**src/rtl/fetch_pkg.sv**
```systemverilog
// fetch_pkg: shared types and constants for the instruction fetch sequencer.
//   state_t            : sequencer FSM states (TRAP only reachable with
//                        FETCH_SEQ_MISALIGN_TRAP_EN defined)
//   INST_W / PC_W      : instruction and program-counter widths
//   PC_STEP            : sequential fetch increment
//   DEFAULT_RESET_ADDR : default PC after reset
//   align_word()       : clears the byte-offset bits of an address
package fetch_pkg;

    localparam int INST_W = 32;
    localparam int PC_W   = 32;

    localparam logic [PC_W-1:0] PC_STEP            = 32'd4;
    localparam logic [PC_W-1:0] DEFAULT_RESET_ADDR = 32'h0000_0000;

    typedef enum logic [1:0] {
        BOOT = 2'd0,
        RUN  = 2'd1,
        TRAP = 2'd2
    } state_t;

    function automatic logic [PC_W-1:0] align_word(input logic [PC_W-1:0] addr);
        return {addr[PC_W-1:2], 2'b00};
    endfunction

endpackage

```
**src/rtl/fetch_queue.sv**
```systemverilog
// fetch_queue: synchronous FIFO of {pc, inst} pairs between fetch and decode.
//   i_clk, i_rst        : clock, synchronous active-high reset
//   i_push, i_push_pc,
//   i_push_inst         : write one entry
//   i_pop               : remove the head entry (caller guarantees non-empty)
//   i_flush             : discard all entries; wins over a same-cycle push/pop
//   o_head_pc/inst      : head entry, read combinationally from storage
//   o_count, o_full,
//   o_empty             : occupancy
// Storage is cleared on reset so the head outputs are never X afterwards.
module fetch_queue
    import fetch_pkg::*;
#(
    parameter int DEPTH = 2,
    localparam int AW   = (DEPTH > 1) ? $clog2(DEPTH) : 1
) (
    input  logic              i_clk,
    input  logic              i_rst,
    input  logic              i_push,
    input  logic [PC_W-1:0]   i_push_pc,
    input  logic [INST_W-1:0] i_push_inst,
    input  logic              i_pop,
    input  logic              i_flush,
    output logic [PC_W-1:0]   o_head_pc,
    output logic [INST_W-1:0] o_head_inst,
    output logic [AW:0]       o_count,
    output logic              o_full,
    output logic              o_empty
);

    logic [PC_W-1:0]   pc_mem   [DEPTH];
    logic [INST_W-1:0] inst_mem [DEPTH];
    logic [AW-1:0]     wr_ptr_reg;
    logic [AW-1:0]     rd_ptr_reg;
    logic [AW:0]       count_reg;

    always_ff @(posedge i_clk) begin
        if (i_rst || i_flush) begin
            wr_ptr_reg <= '0;
            rd_ptr_reg <= '0;
            count_reg  <= '0;
        end else begin
            if (i_push) wr_ptr_reg <= wr_ptr_reg + 1'b1;
            if (i_pop)  rd_ptr_reg <= rd_ptr_reg + 1'b1;
            case ({i_push, i_pop})
                2'b10:   count_reg <= count_reg + 1'b1;
                2'b01:   count_reg <= count_reg - 1'b1;
                default: count_reg <= count_reg;
            endcase
        end
    end

    generate
        for (genvar gi = 0; gi < DEPTH; gi++) begin : g_entry
            always_ff @(posedge i_clk) begin
                if (i_rst) begin
                    pc_mem[gi]   <= '0;
                    inst_mem[gi] <= '0;
                end else if (i_push && !i_flush && (wr_ptr_reg == AW'(gi))) begin
                    pc_mem[gi]   <= i_push_pc;
                    inst_mem[gi] <= i_push_inst;
                end
            end
        end
    endgenerate

    assign o_head_pc   = pc_mem[rd_ptr_reg];
    assign o_head_inst = inst_mem[rd_ptr_reg];
    assign o_count     = count_reg;
    assign o_empty     = (count_reg == '0);
    assign o_full      = (count_reg == (AW+1)'(DEPTH));

endmodule

```
**src/rtl/fetch_sequencer.sv**
```systemverilog
// fetch_sequencer: owns the PC, issues single-ported instruction memory reads
// under a credit rule (queued + in-flight never exceeds QUEUE_DEPTH), tags
// returning words with their PC and hands them to decode via valid/ready.
//   i_clk, i_rst                 : clock, synchronous active-high reset
//   i_redirect, i_redirect_addr  : taken branch/jump from execute; flushes
//   o_imem_ren, o_imem_raddr     : memory read request
//   i_imem_rdata                 : read data, one cycle after the request
//   o_inst_valid, o_inst,
//   o_inst_pc, i_inst_ready      : decode handshake (queue head)
//   o_misaligned                 : misaligned-redirect trap flag
// Optional feature macro: FETCH_SEQ_MISALIGN_TRAP_EN. When defined, a redirect
// to a non-word-aligned address enters TRAP; otherwise the low address bits
// are cleared and o_misaligned is tied low.
module fetch_sequencer
    import fetch_pkg::*;
#(
    parameter logic [PC_W-1:0] RESET_ADDR  = DEFAULT_RESET_ADDR,
    parameter int              QUEUE_DEPTH = 2
) (
    input  logic              i_clk,
    input  logic              i_rst,
    input  logic              i_redirect,
    input  logic [PC_W-1:0]   i_redirect_addr,
    output logic              o_imem_ren,
    output logic [PC_W-1:0]   o_imem_raddr,
    input  logic [INST_W-1:0] i_imem_rdata,
    output logic              o_inst_valid,
    output logic [INST_W-1:0] o_inst,
    output logic [PC_W-1:0]   o_inst_pc,
    input  logic              i_inst_ready,
    output logic              o_misaligned
);

    localparam int AW = (QUEUE_DEPTH > 1) ? $clog2(QUEUE_DEPTH) : 1;
    localparam int CW = AW + 2;

    state_t          state_reg, state_next;
    logic [PC_W-1:0] pc_reg, pc_next;
    logic [PC_W-1:0] tag_reg, tag_next;
    logic            inflight_reg, inflight_next;

    logic              q_push, q_pop, q_full, q_empty;
    logic [AW:0]       q_count;
    logic [PC_W-1:0]   q_head_pc;
    logic [INST_W-1:0] q_head_inst;

    logic            issue;
    logic            credit_ok;
    logic            bypass_sel;
    logic            pop;
    logic            cancel;
    logic [PC_W-1:0] redirect_target;
    logic [PC_W-1:0] head_pc;

    // A redirect discards the word returning this cycle; it was fetched
    // down the abandoned path.
    assign cancel = i_redirect;

`ifdef FETCH_SEQ_MISALIGN_TRAP_EN
    logic redirect_misaligned;
    assign redirect_target     = i_redirect_addr;
    assign redirect_misaligned = (i_redirect_addr[1:0] != 2'b00);
`else
    assign redirect_target     = align_word(i_redirect_addr);
`endif

    assign credit_ok = ({1'b0, q_count} + CW'(inflight_reg)) < CW'(QUEUE_DEPTH);

    always_comb begin
        state_next    = state_reg;
        pc_next       = pc_reg;
        tag_next      = tag_reg;
        inflight_next = 1'b0;
        issue         = 1'b0;
        case (state_reg)
            BOOT: state_next = RUN;
            RUN: begin
                if (!i_rst && !i_redirect && credit_ok) begin
                    issue         = 1'b1;
                    pc_next       = pc_reg + PC_STEP;
                    tag_next      = pc_reg;
                    inflight_next = 1'b1;
                end
            end
`ifdef FETCH_SEQ_MISALIGN_TRAP_EN
            TRAP: state_next = TRAP;
`endif
            default: state_next = BOOT;
        endcase
        // Redirect overrides whatever the current state decided.
        if (i_redirect) begin
            pc_next = redirect_target;
`ifdef FETCH_SEQ_MISALIGN_TRAP_EN
            state_next = redirect_misaligned ? TRAP : RUN;
`else
            state_next = RUN;
`endif
        end
    end

    always_ff @(posedge i_clk) begin
        if (i_rst) begin
            state_reg    <= BOOT;
            pc_reg       <= RESET_ADDR;
            tag_reg      <= RESET_ADDR;
            inflight_reg <= 1'b0;
        end else begin
            state_reg    <= state_next;
            pc_reg       <= pc_next;
            tag_reg      <= tag_next;
            inflight_reg <= inflight_next;
        end
    end

    // With the queue empty, the returning word is presented straight to
    // decode so a fetch reaches decode one cycle after its request.
    assign bypass_sel   = q_empty && inflight_reg;
    assign o_inst_valid = !q_empty || (inflight_reg && !cancel);
    assign pop          = o_inst_valid && i_inst_ready;
    assign q_pop        = pop && !q_empty;
    // A bypassed word accepted this cycle never enters the queue.
    assign q_push       = inflight_reg && !cancel && !(bypass_sel && pop) && !q_full;

    fetch_queue #(
        .DEPTH (QUEUE_DEPTH)
    ) u_queue (
        .i_clk       (i_clk),
        .i_rst       (i_rst),
        .i_push      (q_push),
        .i_push_pc   (tag_reg),
        .i_push_inst (i_imem_rdata),
        .i_pop       (q_pop),
        .i_flush     (i_redirect),
        .o_head_pc   (q_head_pc),
        .o_head_inst (q_head_inst),
        .o_count     (q_count),
        .o_full      (q_full),
        .o_empty     (q_empty)
    );

    assign head_pc      = bypass_sel ? tag_reg : q_head_pc;
    assign o_inst       = bypass_sel ? i_imem_rdata : q_head_inst;
    assign o_imem_ren   = issue;
    assign o_imem_raddr = pc_reg;

`ifdef FETCH_SEQ_MISALIGN_TRAP_EN
    // In TRAP the PC register holds the faulting address.
    assign o_inst_pc    = (state_reg == TRAP) ? pc_reg : head_pc;
    assign o_misaligned = (state_reg == TRAP);
`else
    assign o_inst_pc    = head_pc;
    assign o_misaligned = 1'b0;
`endif

endmodule

```
**config.mk**
```make
export PLATFORM = sky130hd
export DESIGN_NAME = fetch_sequencer
export DESIGN_NICKNAME = d
export VERILOG_FILES = /design/src/rtl/fetch_pkg.sv /design/src/rtl/fetch_queue.sv /design/src/rtl/fetch_sequencer.sv
export SDC_FILE = /design/constraint.sdc
export NUM_CORES = 1
export LEC_CHECK = 0
export ABC_AREA = 1
export CAP_MARGIN = 20
export CELL_PAD_IN_SITES_DETAIL_PLACEMENT = 0
export CELL_PAD_IN_SITES_GLOBAL_PLACEMENT = 1
export CORE_MARGIN = 8
export CORE_UTILIZATION = 25
export DETAILED_ROUTE_END_ITERATION = 16
export HOLD_SLACK_MARGIN = 0.02
export PLACE_DENSITY_LB_ADDON = 0.3
export SYNTH_ARGS = -nofsm -noshare
export SYNTH_HDL_FRONTEND = slang
export SYNTH_SLANG_ARGS = --single-unit
export TNS_END_PERCENT = 30
```
**constraint.sdc**
```tcl
create_clock -name i_clk -period 20.5 [get_ports i_clk]
set_input_delay 4.1 -clock i_clk [delete_from_list [all_inputs] [get_ports i_clk]]
set_output_delay 4.1 -clock i_clk [all_outputs]
set_load 0.01 [all_outputs]
```
==> results.txt, run 1 <==
----------------------------------------------------
[Global route]
  Maximum number of pins on one net before global-route repair ... 95
  Top Usage Layer GRT ... met2
  Grt ovf ... 0
  GR Layer Usage met3 ... 2.96%
  Global Route met1 Usage ... 15.2%
  Aggregate global-route resource usage ... 11.9%
  Wire length of the first global-routing pass ... 41400 µm
  Antenna violations before repair ... 0
  Vias in the first global route ... 7286
  Global Route met2 Usage ... 19.8%

[Layout]
  Post-layout instance area ... 0.0118 mm²
  Number of nets at the end of the flow ... 1309
  Fill cells ... 3879
  Number of flip-flops under the largest register name ... 64
  Layout cell share with drive strength beyond 1 ... 5.12%
  Fin util ... 32.3%
  Area delta synth->final ... 27.3%
  Most flop-heavy register ... u_queue.inst_mem
  Inserted Diodes ... 0
  Largest registers ... u_queue.inst_mem (64), u_queue.pc_mem (60)

[Route]
  Mean number of vias per cell ... 4.34
  Post-detailed-routing wire length ... 26100 µm
  Wire length per cell after detailed routing ... 15.2 µm
  Detailed Route Iter0 Violations ... 344
  Drt first pass iters ... 4
  Number of remaining DRC errors ... 0
  Routed vias ... 7452
  Post-route ant nets ... 0

[Worst setup path]
  Element type at the critical path start ... input pin
  WP data required ... 16.40 ns
  Capturing element type of the critical path ... output pin
  Number of cells on the worst reg-to-reg path ... 8
  Cell Chain, Critical Path ... clkdlybuf4s50_1, buf_4, nor2_4, nand3_2, buf_4, clkinv_2, clkdlybuf4s50_1
  Setup slack on the worst flop-to-flop path ... 18.14 ns
  Classification of the worst setup path ... input pin to output pin
  Worst-path fanout max ... 65
  Cell family contributing the most delay on the critical path ... buffers and inverters
  Levels on crit path ... 7
  Worst path buffer plus inverter count ... 5
  WP data arrival ... 6.87 ns
  Worst reg2reg startpoint ... inflight_reg$_SDFF_PP0_
  Max stage delay cell, worst path ... sky130_fd_sc_hd__clkdlybuf4s50_1
  Slowest cell delay on critical path ... 0.64 ns
  Capture instance of the worst register-to-register path ... o_imem_raddr[8]$_SDFFE_PP0P_

[Power and ir drop]
  Largest voltage drop on the vdd net ... 0.0571 mV
  Switching Share ... 24.5%
  Combinational power share ... 10.5%
  Total net switching power ... 0.211 mW
  Sequential power share ... 50.3%
  PwrDens ... 72.8 mW/mm²
  Int Pwr ... 0.651 mW
  Final total power ... 0.862 mW
  Leak ... 4.38 nW
  Clock network fraction of design power ... 39.2%

[Logic synthesis]
  Top post-synthesis cells by area ... sky130_fd_sc_hd__edfxtp_1 40%, sky130_fd_sc_hd__dfxtp_1 14%, sky130_fd_sc_hd__nand2_1 7.9%
  Total of flip-flops plus latches after synthesis ... 191
  Top cell type's share of synthesized area ... 40.0%
  Synth unique cells ... 34
  Most used flip-flop cell after synthesis ... sky130_fd_sc_hd__edfxtp_1
  Leading area contributor after synthesis ... sky130_fd_sc_hd__edfxtp_1
  Count of synthesis-stage warnings from yosys ... 0
  Proportion of register bits with asynchronous set or reset after synthesis ... 0%
  Commonest cells post-synth ... 195 x sky130_fd_sc_hd__nand2_1, 178 x sky130_fd_sc_hd__inv_1, 165 x sky130_fd_sc_hd__nor2_1, 124 x sky130_fd_sc_hd__edfxtp_1, 111 x sky130_fd_sc_hd__o21ai_0
  Post-synth EDFFs ... 124
  Register area share after synthesis ... 54.5%
  Netlist area before placement ... 0.00930 mm²
  Average size of a mapped cell ... 8.35 µm²
  Most frequently used cell type in the post-synthesis netlist ... sky130_fd_sc_hd__nand2_1
  Cell count after synthesis ... 1114

[CTS]
  Number of resized instances in the post-cts repair step ... 0
  Inserted Clock Buffers ... 17
  Clk sinks ... 191
  CTS HTree Levels ... 4
  Clock Latency Late Sink ... 0.43 ns
  Clock transition time at the flip-flop clock pins of the worst setup and hold paths ... 0.07 ns
  Master cell of the clock root buffer ... sky130_fd_sc_hd__clkbuf_16
  CTS tree ... built
  Buffers inserted during post-CTS setup optimization ... 0
  Post-cts hold buffer count ... 0
  Maximum count of clock buffers along a single path ... 2

[Placement]
  Placement-stage cell area ... 0.0113 mm²
  Final Wtd Congestion ... 0.791
  Port Buf Inserts ... 159
  Final HPWL from detailed placement ... 17600 µm

[Flow run]
  Max-capacitance violation count ... 0

[Timing]
  Worst max-slew margin expressed relative to the limit ... 37.8%
  Post-route clock skew ... 0.0160 ns
  Setup Total Neg Slack ... 0 ns
  Count of final hold-check violations ... 0
  Unrepaired setup endpoints after global routing ... false
  Max Fclk ... 91.2 MHz
  Final hold slack ... 0.459 ns
  Fin. max-slew vios ... 0
  Time the worst path needs with I/O delays and setup ... 10.97 ns
  Post-route fraction of the period consumed by the critical path ... 53.5%
  Number of endpoints failing setup at the final stage ... 0
  Slew at the pin closest to its max-slew limit ... 0.934 ns

[Die]
  Starting Density ... 25.4%
  Overall die width ... 209 µm
  Number of placement rows ... 70
  Total I/O pin count ... 167
  Die Footprint ... 0.0436 mm²
  Vertical die dimension ... 209 µm
  Core region area ... 0.0366 mm²

[Hold path]
  Hold depth ... 1
  Path class of the lowest-slack min-delay path ... register to register
  Hold-critical path endpoint ... u_queue.rd_ptr_reg$_SDFFE_PP0P_
  Hold wc startpoint ... u_queue.rd_ptr_reg$_SDFFE_PP0P_

[Outcome]
  Outcome ... complete, no violations

----------------------------------------------------
## logic make-up after synthesis
kind of cell,synth area share (%)
simple gates,18.3
fa+ha+maj,0.269
buf+inv,11.1
xor+xnor,0.754
flops,54.5
compound gates,15.1
other cells,0.0403
## final cells by class
type | instances | area (µm²) | share of cell area (%)
multi-input combinational | 678 | 3250 | 27.4
inverter | 182 | 684 | 5.78
clock inverter | 11 | 118 | 0.993
tap | 468 | 586 | 4.95
clock buffer | 20 | 468 | 3.95
timing repair buffer | 169 | 1670 | 14.1
sequential | 191 | 5070 | 42.8
## power by group through the flow
stage               Sequential, mW  Combinational (mW)  Clock [mW]
finish                       0.434              0.0901       0.338
global route                 0.436               0.101       0.364
CTS                          0.434              0.0926       0.352
detailed placement           0.443              0.0922           0
global placement             0.443              0.0914           0
floorplan                    0.443              0.0433           0
## routing by layer
layer	wire length, µm	vias to the layer above
met1	12400	3432
li1	-	3864
met2	12100	141
met4	274	0
met3	1360	15
met5	0	-
## through the flow
stage	cells	setup slack (ns)
after CTS	1719	9.47
after global routing	1719	9.32
after detailed placement	1688	9.47
final	1719	9.53
after floorplan	1118	11.19
after global placement	1688	9.49
## cells in the final DEF (no fill, tap or decap), types with 37 or more instances in the layout
| master | synthesis | routed |
|---|---|---|
| sky130_fd_sc_hd__nand2_1 | 195 | 193 |
| sky130_fd_sc_hd__inv_1 | 178 | 178 |
| sky130_fd_sc_hd__nor2_1 | 165 | 165 |
| sky130_fd_sc_hd__clkdlybuf4s50_1 | 0 | 159 |
| sky130_fd_sc_hd__edfxtp_1 | 124 | 124 |
| sky130_fd_sc_hd__o21ai_0 | 111 | 109 |
| sky130_fd_sc_hd__dfxtp_1 | 67 | 66 |
| sky130_fd_sc_hd__o211ai_1 | 63 | 63 |
| sky130_fd_sc_hd__a21oi_1 | 55 | 55 |
| sky130_fd_sc_hd__nand3_1 | 37 | 37 |
## how the worst max path moves through the flow
stage / from / to / slack (ns)
final: i_redirect / o_imem_ren / 9.53
after global routing: i_redirect / o_imem_ren / 9.32
after CTS: i_redirect / o_imem_ren / 9.47
after detailed placement: i_redirect / o_imem_ren / 9.47
after global placement: i_redirect / o_imem_ren / 9.49
after floorplan: i_inst_ready / u_queue.inst_mem[0][0]$_SDFFCE_PN0P_ / 11.19
Note: power is estimated with default switching activity, not from simulation.
==> run 2, diff against run 1 <==
==> constraint.sdc (replaced) <==
create_clock -name i_clk -period 11.5 [get_ports i_clk]
set_input_delay 2.3 -clock i_clk [delete_from_list [all_inputs] [get_ports i_clk]]
set_output_delay 2.3 -clock i_clk [all_outputs]
set_load 0.01 [all_outputs]
==> run 2 against run 1 <==
Largest power group unchanged; wire length increased by 0.54%; final cell count about the same; worst hold slack got worse by 0.014 ns; first-iteration DRC count increased by 22%; worst setup slack got worse by 5.3 ns.
==> results.txt, run 2 (synthesized netlist as in run 1, its figures left out) <==
----------------------------------------------------
[Die]
  Total I/O pin count ... 167
  Overall die width ... 209 µm
  Core region area ... 0.0366 mm²
  Number of placement rows ... 70
  Starting Density ... 25.4%
  Die Footprint ... 0.0436 mm²
  Vertical die dimension ... 209 µm

[Power and ir drop]
  Leak ... 4.36 nW
  Largest voltage drop on the vdd net ... 0.102 mV
  PwrDens ... 130 mW/mm²

[CTS]
  CTS HTree Levels ... 4
  Inserted Clock Buffers ... 17
  Clock transition time at the flip-flop clock pins of the worst setup and hold paths ... 0.07 ns
  Post-cts hold buffer count ... 0
  Maximum count of clock buffers along a single path ... 2
  CTS tree ... built
  Master cell of the clock root buffer ... sky130_fd_sc_hd__clkbuf_16
  Buffers inserted during post-CTS setup optimization ... 0
  Number of resized instances in the post-cts repair step ... 0
  Clk sinks ... 191
  Clock Latency Late Sink ... 0.43 ns

[Outcome]
  Outcome ... complete, no violations

[Route]
  Number of remaining DRC errors ... 0
  Post-route ant nets ... 0
  Routed vias ... 7393
  Post-detailed-routing wire length ... 26300 µm
  Detailed Route Iter0 Violations ... 418
  Mean number of vias per cell ... 4.30
  Wire length per cell after detailed routing ... 15.3 µm
  Drt first pass iters ... 5

[Layout]
  Number of nets at the end of the flow ... 1309
  Fill cells ... 3910
  Number of flip-flops under the largest register name ... 64
  Commonest cells after routing, fill and taps aside ... 193 x sky130_fd_sc_hd__nand2_1, 178 x sky130_fd_sc_hd__inv_1, 165 x sky130_fd_sc_hd__nor2_1, 159 x sky130_fd_sc_hd__clkdlybuf4s50_1, 124 x sky130_fd_sc_hd__edfxtp_1
  Layout cell share with drive strength beyond 1 ... 4.87%
  Largest registers ... u_queue.inst_mem (64), u_queue.pc_mem (60)
  Most flop-heavy register ... u_queue.inst_mem
  Inserted Diodes ... 0
  Most common cell after layout, fill and taps aside ... sky130_fd_sc_hd__nand2_1
  Area delta synth->final ... 27.2%

[Timing]
  Worst max-slew margin expressed relative to the limit ... 42.4%
  Number of endpoints failing setup at the final stage ... 0
  Time the worst path needs with I/O delays and setup ... 7.29 ns
  Post-route clock skew ... 0.0135 ns
  Setup Total Neg Slack ... 0 ns
  Max Fclk ... 137 MHz
  Slew at the pin closest to its max-slew limit ... 0.863 ns
  Count of final hold-check violations ... 0
  Post-route fraction of the period consumed by the critical path ... 63.4%
  Unrepaired setup endpoints after global routing ... false
  Fin. max-slew vios ... 0
  Final Worst Setup Slack ... 4.21 ns

[Hold path]
  Hold wc startpoint ... u_queue.rd_ptr_reg$_SDFFE_PP0P_
  Path class of the lowest-slack min-delay path ... register to register

[Worst setup path]
  Number of cells on the worst reg-to-reg path ... 5
  Cell Chain, Critical Path ... clkdlybuf4s50_1, buf_4, nor2_4, nand3_2, buf_4, clkinv_2, clkdlybuf4s50_1
  Setup slack on the worst flop-to-flop path ... 9.00 ns
  Element type at the critical path start ... input pin
  Worst-path fanout max ... 65
  Worst Setup EP ... o_imem_ren
  Beginning of the critical path ... i_redirect
  Max stage delay cell, worst path ... sky130_fd_sc_hd__clkdlybuf4s50_1
  Classification of the worst setup path ... input pin to output pin
  WP data arrival ... 4.99 ns
  Capture instance of the worst register-to-register path ... u_queue.inst_mem[1][1]$_SDFFCE_PN0P_
  Worst reg2reg startpoint ... u_queue.o_count[0]$_SDFFE_PP0P_
  Capturing element type of the critical path ... output pin
  WP data required ... 9.20 ns
  Slowest cell delay on critical path ... 0.65 ns

[Placement]
  Port Buf Inserts ... 159
  Final HPWL from detailed placement ... 17800 µm
  Final Wtd Congestion ... 0.796
  Worst slack at placement ... 4.11 ns

[Global route]
  Grt ovf ... 0
  Wire length of the first global-routing pass ... 41400 µm
  Global Route met2 Usage ... 19.6%
  Top Usage Layer GRT ... met2
  GR Layer Usage met3 ... 3.10%
  Maximum number of pins on one net before global-route repair ... 88
  Antenna violations before repair ... 0
  Vias in the first global route ... 7280
  Global Route met1 Usage ... 15.7%
  Aggregate global-route resource usage ... 12.0%

[Flow run]
  Max-capacitance violation count ... 0

----------------------------------------------------
==> run 2: worst max-delay path: cells and delay by family <==
kind	cells	cell delay (ns)
AND/OR/NAND/NOR	2	0.18
buffers and inverters	5	2.46
==> run 2: cell type report <==
class / count / area, µm² / share of cell area (%)
tap: 468 / 586 / 4.95
timing repair buffer: 169 / 1670 / 14.1
sequential: 191 / 5070 / 42.8
multi-input combinational: 678 / 3250 / 27.5
clock inverter: 12 / 130 / 1.10
inverter: 182 / 684 / 5.79
clock buffer: 20 / 447 / 3.78
==> run 2: worst min-delay path by stage <==
| stage | cells past startpoint | end | slack [ns] |
|---|---|---|---|
| floorplan | 1 | register | 0.43 |
| global placement | 1 | register | 0.43 |
| detailed placement | 1 | register | 0.44 |
| CTS | 1 | register | 0.45 |
| global route | 1 | u_queue.rd_ptr_reg$_SDFFE_PP0P_ | 0.48 |
| finish | 1 | register | 0.45 |
==> run 2: where the power goes <==
group	internal, mW	switching (mW)	total, mW
logic	0.0744	0.0864	0.161
registers	0.755	0.0184	0.774
clock network	0.328	0.270	0.599
total	1.16	0.375	1.53
==> run 2: routing by layer <==
metal / wire length, µm / share of wire [%] / up-vias
li1: - / - / 3861
met1: 12800 / 49 / 3377
met2: 12100 / 46 / 146
met3: 1230 / 4.7 / 9
met4: 146 / 0.56 / 0
met5: 0 / 0 / -
==> run 2: metrics by stage <==
step	hold slack [ns]	cells	cell area [µm²]	utilization (%)	power, mW
floorplan	0.425	1118	9310	-	0.866
global placement	0.432	1688	11300	30.7	0.952
detailed placement	0.437	1688	11300	30.7	0.954
CTS	0.447	1720	11800	32.3	1.56
global route	0.475	1720	11800	32.3	1.60
finish	0.445	1720	11800	32.3	1.53
==> run 3, diff against run 2 <==
==> constraint.sdc (replaced) <==
create_clock -name i_clk -period 5.95 [get_ports i_clk]
set_input_delay 1.19 -clock i_clk [delete_from_list [all_inputs] [get_ports i_clk]]
set_output_delay 1.19 -clock i_clk [all_outputs]
set_load 0.01 [all_outputs]
==> run 3 against run 2 <==
First-iteration DRC count shrank 3.1%; via count is 1.1% higher; register-to-register slack worse by 5.5 ns; design area up 0.19%; flip-flop and latch count is the same; final cell count about the same; non-clock buffer count up 1; worst setup slack lost 2.7 ns; sequential share of layout area down 0.081 points; total power grew 93%; largest cell class unchanged; core utilization rose by 0.062 points.
==> results.txt, run 3 (synthesized netlist as in run 1, its figures left out) <==
----------------------------------------------------
[Outcome]
  Outcome ... complete, no violations

[Die]
  Overall die width ... 209 µm
  Die Footprint ... 0.0436 mm²
  Number of placement rows ... 70
  Starting Density ... 25.4%
  Total I/O pin count ... 167
  Core region area ... 0.0366 mm²
  Vertical die dimension ... 209 µm

[Power and ir drop]
  Combinational power share ... 10.5%
  Sequential power share ... 50.5%
  Int Pwr ... 2.24 mW
  Largest voltage drop on the vdd net ... 0.199 mV
  Total net switching power ... 0.725 mW
  Leak ... 4.39 nW
  Final total power ... 2.96 mW
  PwrDens ... 250 mW/mm²
  Clock network fraction of design power ... 39.0%
  Switching Share ... 24.5%

[Timing]
  Final Worst Setup Slack ... 1.49 ns
  Number of endpoints failing setup at the final stage ... 0
  Unrepaired setup endpoints after global routing ... false
  Max Fclk ... 224 MHz
  Fin. max-slew vios ... 0
  Time the worst path needs with I/O delays and setup ... 4.46 ns
  Post-route fraction of the period consumed by the critical path ... 74.9%
  Post-route clock skew ... 0.0128 ns
  Worst max-slew margin expressed relative to the limit ... 42.2%
  Slew at the pin closest to its max-slew limit ... 0.867 ns
  Count of final hold-check violations ... 0

[Worst setup path]
  Worst path buffer plus inverter count ... 4
  Capturing element type of the critical path ... output pin
  Most used cell along the critical path ... sky130_fd_sc_hd__clkdlybuf4s50_1
  Max stage delay cell, worst path ... sky130_fd_sc_hd__clkdlybuf4s50_1
  Slowest cell delay on critical path ... 0.64 ns
  WP data arrival ... 3.27 ns
  Classification of the worst setup path ... input pin to output pin
  Cell Chain, Critical Path ... clkdlybuf4s50_1, buf_4, nor2_4, nand3_2, clkinv_2, clkdlybuf4s50_1
  Worst-path fanout max ... 32
  Element type at the critical path start ... input pin
  Cell family contributing the most delay on the critical path ... buffers and inverters
  Setup slack on the worst flop-to-flop path ... 3.48 ns
  WP data required ... 4.76 ns

[Layout]
  Number of non-filler instances in the completed layout ... 1721
  Largest registers ... u_queue.inst_mem (64), u_queue.pc_mem (60)
  Area of the multi-input gates ... 0.00325 mm²
  Number of nets at the end of the flow ... 1310
  Most flop-heavy register ... u_queue.inst_mem
  Area taken by flip-flops and latches ... 0.00507 mm²
  Inserted Diodes ... 0
  Layout cell share with drive strength beyond 1 ... 5.27%
  Fill cells ... 3857
  Most common cell after layout, fill and taps aside ... sky130_fd_sc_hd__nand2_1
  Area delta synth->final ... 27.5%
  Number of flip-flops under the largest register name ... 64
  Commonest cells after routing, fill and taps aside ... 193 x sky130_fd_sc_hd__nand2_1, 178 x sky130_fd_sc_hd__inv_1, 165 x sky130_fd_sc_hd__nor2_1, 159 x sky130_fd_sc_hd__clkdlybuf4s50_1, 124 x sky130_fd_sc_hd__edfxtp_1

[Route]
  Mean number of vias per cell ... 4.34
  Detailed Route Iter0 Violations ... 405
  Number of remaining DRC errors ... 0
  Routed vias ... 7475
  Post-route ant nets ... 0
  Drt first pass iters ... 7
  Wire length per cell after detailed routing ... 15.5 µm
  Post-detailed-routing wire length ... 26700 µm

[Global route]
  Vias in the first global route ... 7420
  Antenna violations before repair ... 0
  Wire length of the first global-routing pass ... 42500 µm
  Grt ovf ... 0
  Aggregate global-route resource usage ... 12.3%
  Maximum number of pins on one net before global-route repair ... 86

[CTS]
  Post-cts hold buffer count ... 0
  Clock transition time at the flip-flop clock pins of the worst setup and hold paths ... 0.07 ns
  CTS HTree Levels ... 4
  Number of resized instances in the post-cts repair step ... 0
  CTS tree ... built
  Master cell of the clock root buffer ... sky130_fd_sc_hd__clkbuf_16
  Inserted Clock Buffers ... 17
  Clock Latency Late Sink ... 0.44 ns
  Buffers inserted during post-CTS setup optimization ... 0
  Maximum count of clock buffers along a single path ... 2
  Clk sinks ... 191

[Placement]
  Final HPWL from detailed placement ... 17900 µm
  Placed cell count ... 1689
  Worst slack at placement ... 1.46 ns
  Port Buf Inserts ... 159
  Final Wtd Congestion ... 0.789

[Hold path]
  Path class of the lowest-slack min-delay path ... register to register

[Flow run]
  Max-capacitance violation count ... 0

----------------------------------------------------
==> run 3: stage by stage <==
stage               area [µm²]  TNS [ns]  utilization [%]  hold WS, ns
floorplan                 9310    -55.63                -        0.425
global placement         11300         0             30.8        0.431
detailed placement       11300         0             30.8        0.432
CTS                      11900         0             32.4        0.452
global route             11900         0             32.4        0.484
finish                   11900         0             32.4        0.448
==> run 3: worst paths after layout <==
check	from	end	depth (start not counted)
setup / recovery	i_redirect	o_imem_ren	6
hold reg to reg	u_queue.rd_ptr_reg$_SDFFE_PP0P_	register	1
hold / removal	u_queue.rd_ptr_reg$_SDFFE_PP0P_	register	1
setup reg to reg	u_queue.o_count[0]$_SDFFE_PP0P_	u_queue.inst_mem[1][1]$_SDFFCE_PN0P_	5
==> run 3: area by class of cell <==
| type | instances | share of cell area [%] |
|---|---|---|
| inverters | 182 | 5.77 |
| flip-flops and latches | 191 | 42.8 |
| well taps | 468 | 4.94 |
| clock inverters | 10 | 0.718 |
| clock buffers | 22 | 4.28 |
| multi-input cells | 678 | 27.4 |
| repair buffers | 170 | 14.1 |
==> run 3: per-layer routing <==
layer  up-vias  wire, µm  global-route usage (%)
met5         -         0                       0
met1      3440     13300                    16.4
met2       150     11900                    19.6
met3        17      1270                    3.23
met4         0       275                    3.18
li1       3868         -                       -
==> run 3: power groups by stage <==
stage               Clock (mW)  Combinational, mW  Sequential, mW
finish                    1.16              0.312            1.50
global route              1.25              0.350            1.50
CTS                       1.20              0.320            1.50
detailed placement           0              0.319            1.53
global placement             0              0.317            1.52
floorplan                    0              0.149            1.52
==> run 3: worst register-to-register path: stages, from the launching register on <==
cell	delay [ns]
sky130_fd_sc_hd__dfxtp_1	0.42
sky130_fd_sc_hd__inv_1	0.06
sky130_fd_sc_hd__o21ai_1	0.08
sky130_fd_sc_hd__nand3_2	0.18
sky130_fd_sc_hd__o21ai_4	0.67
sky130_fd_sc_hd__buf_4	0.66
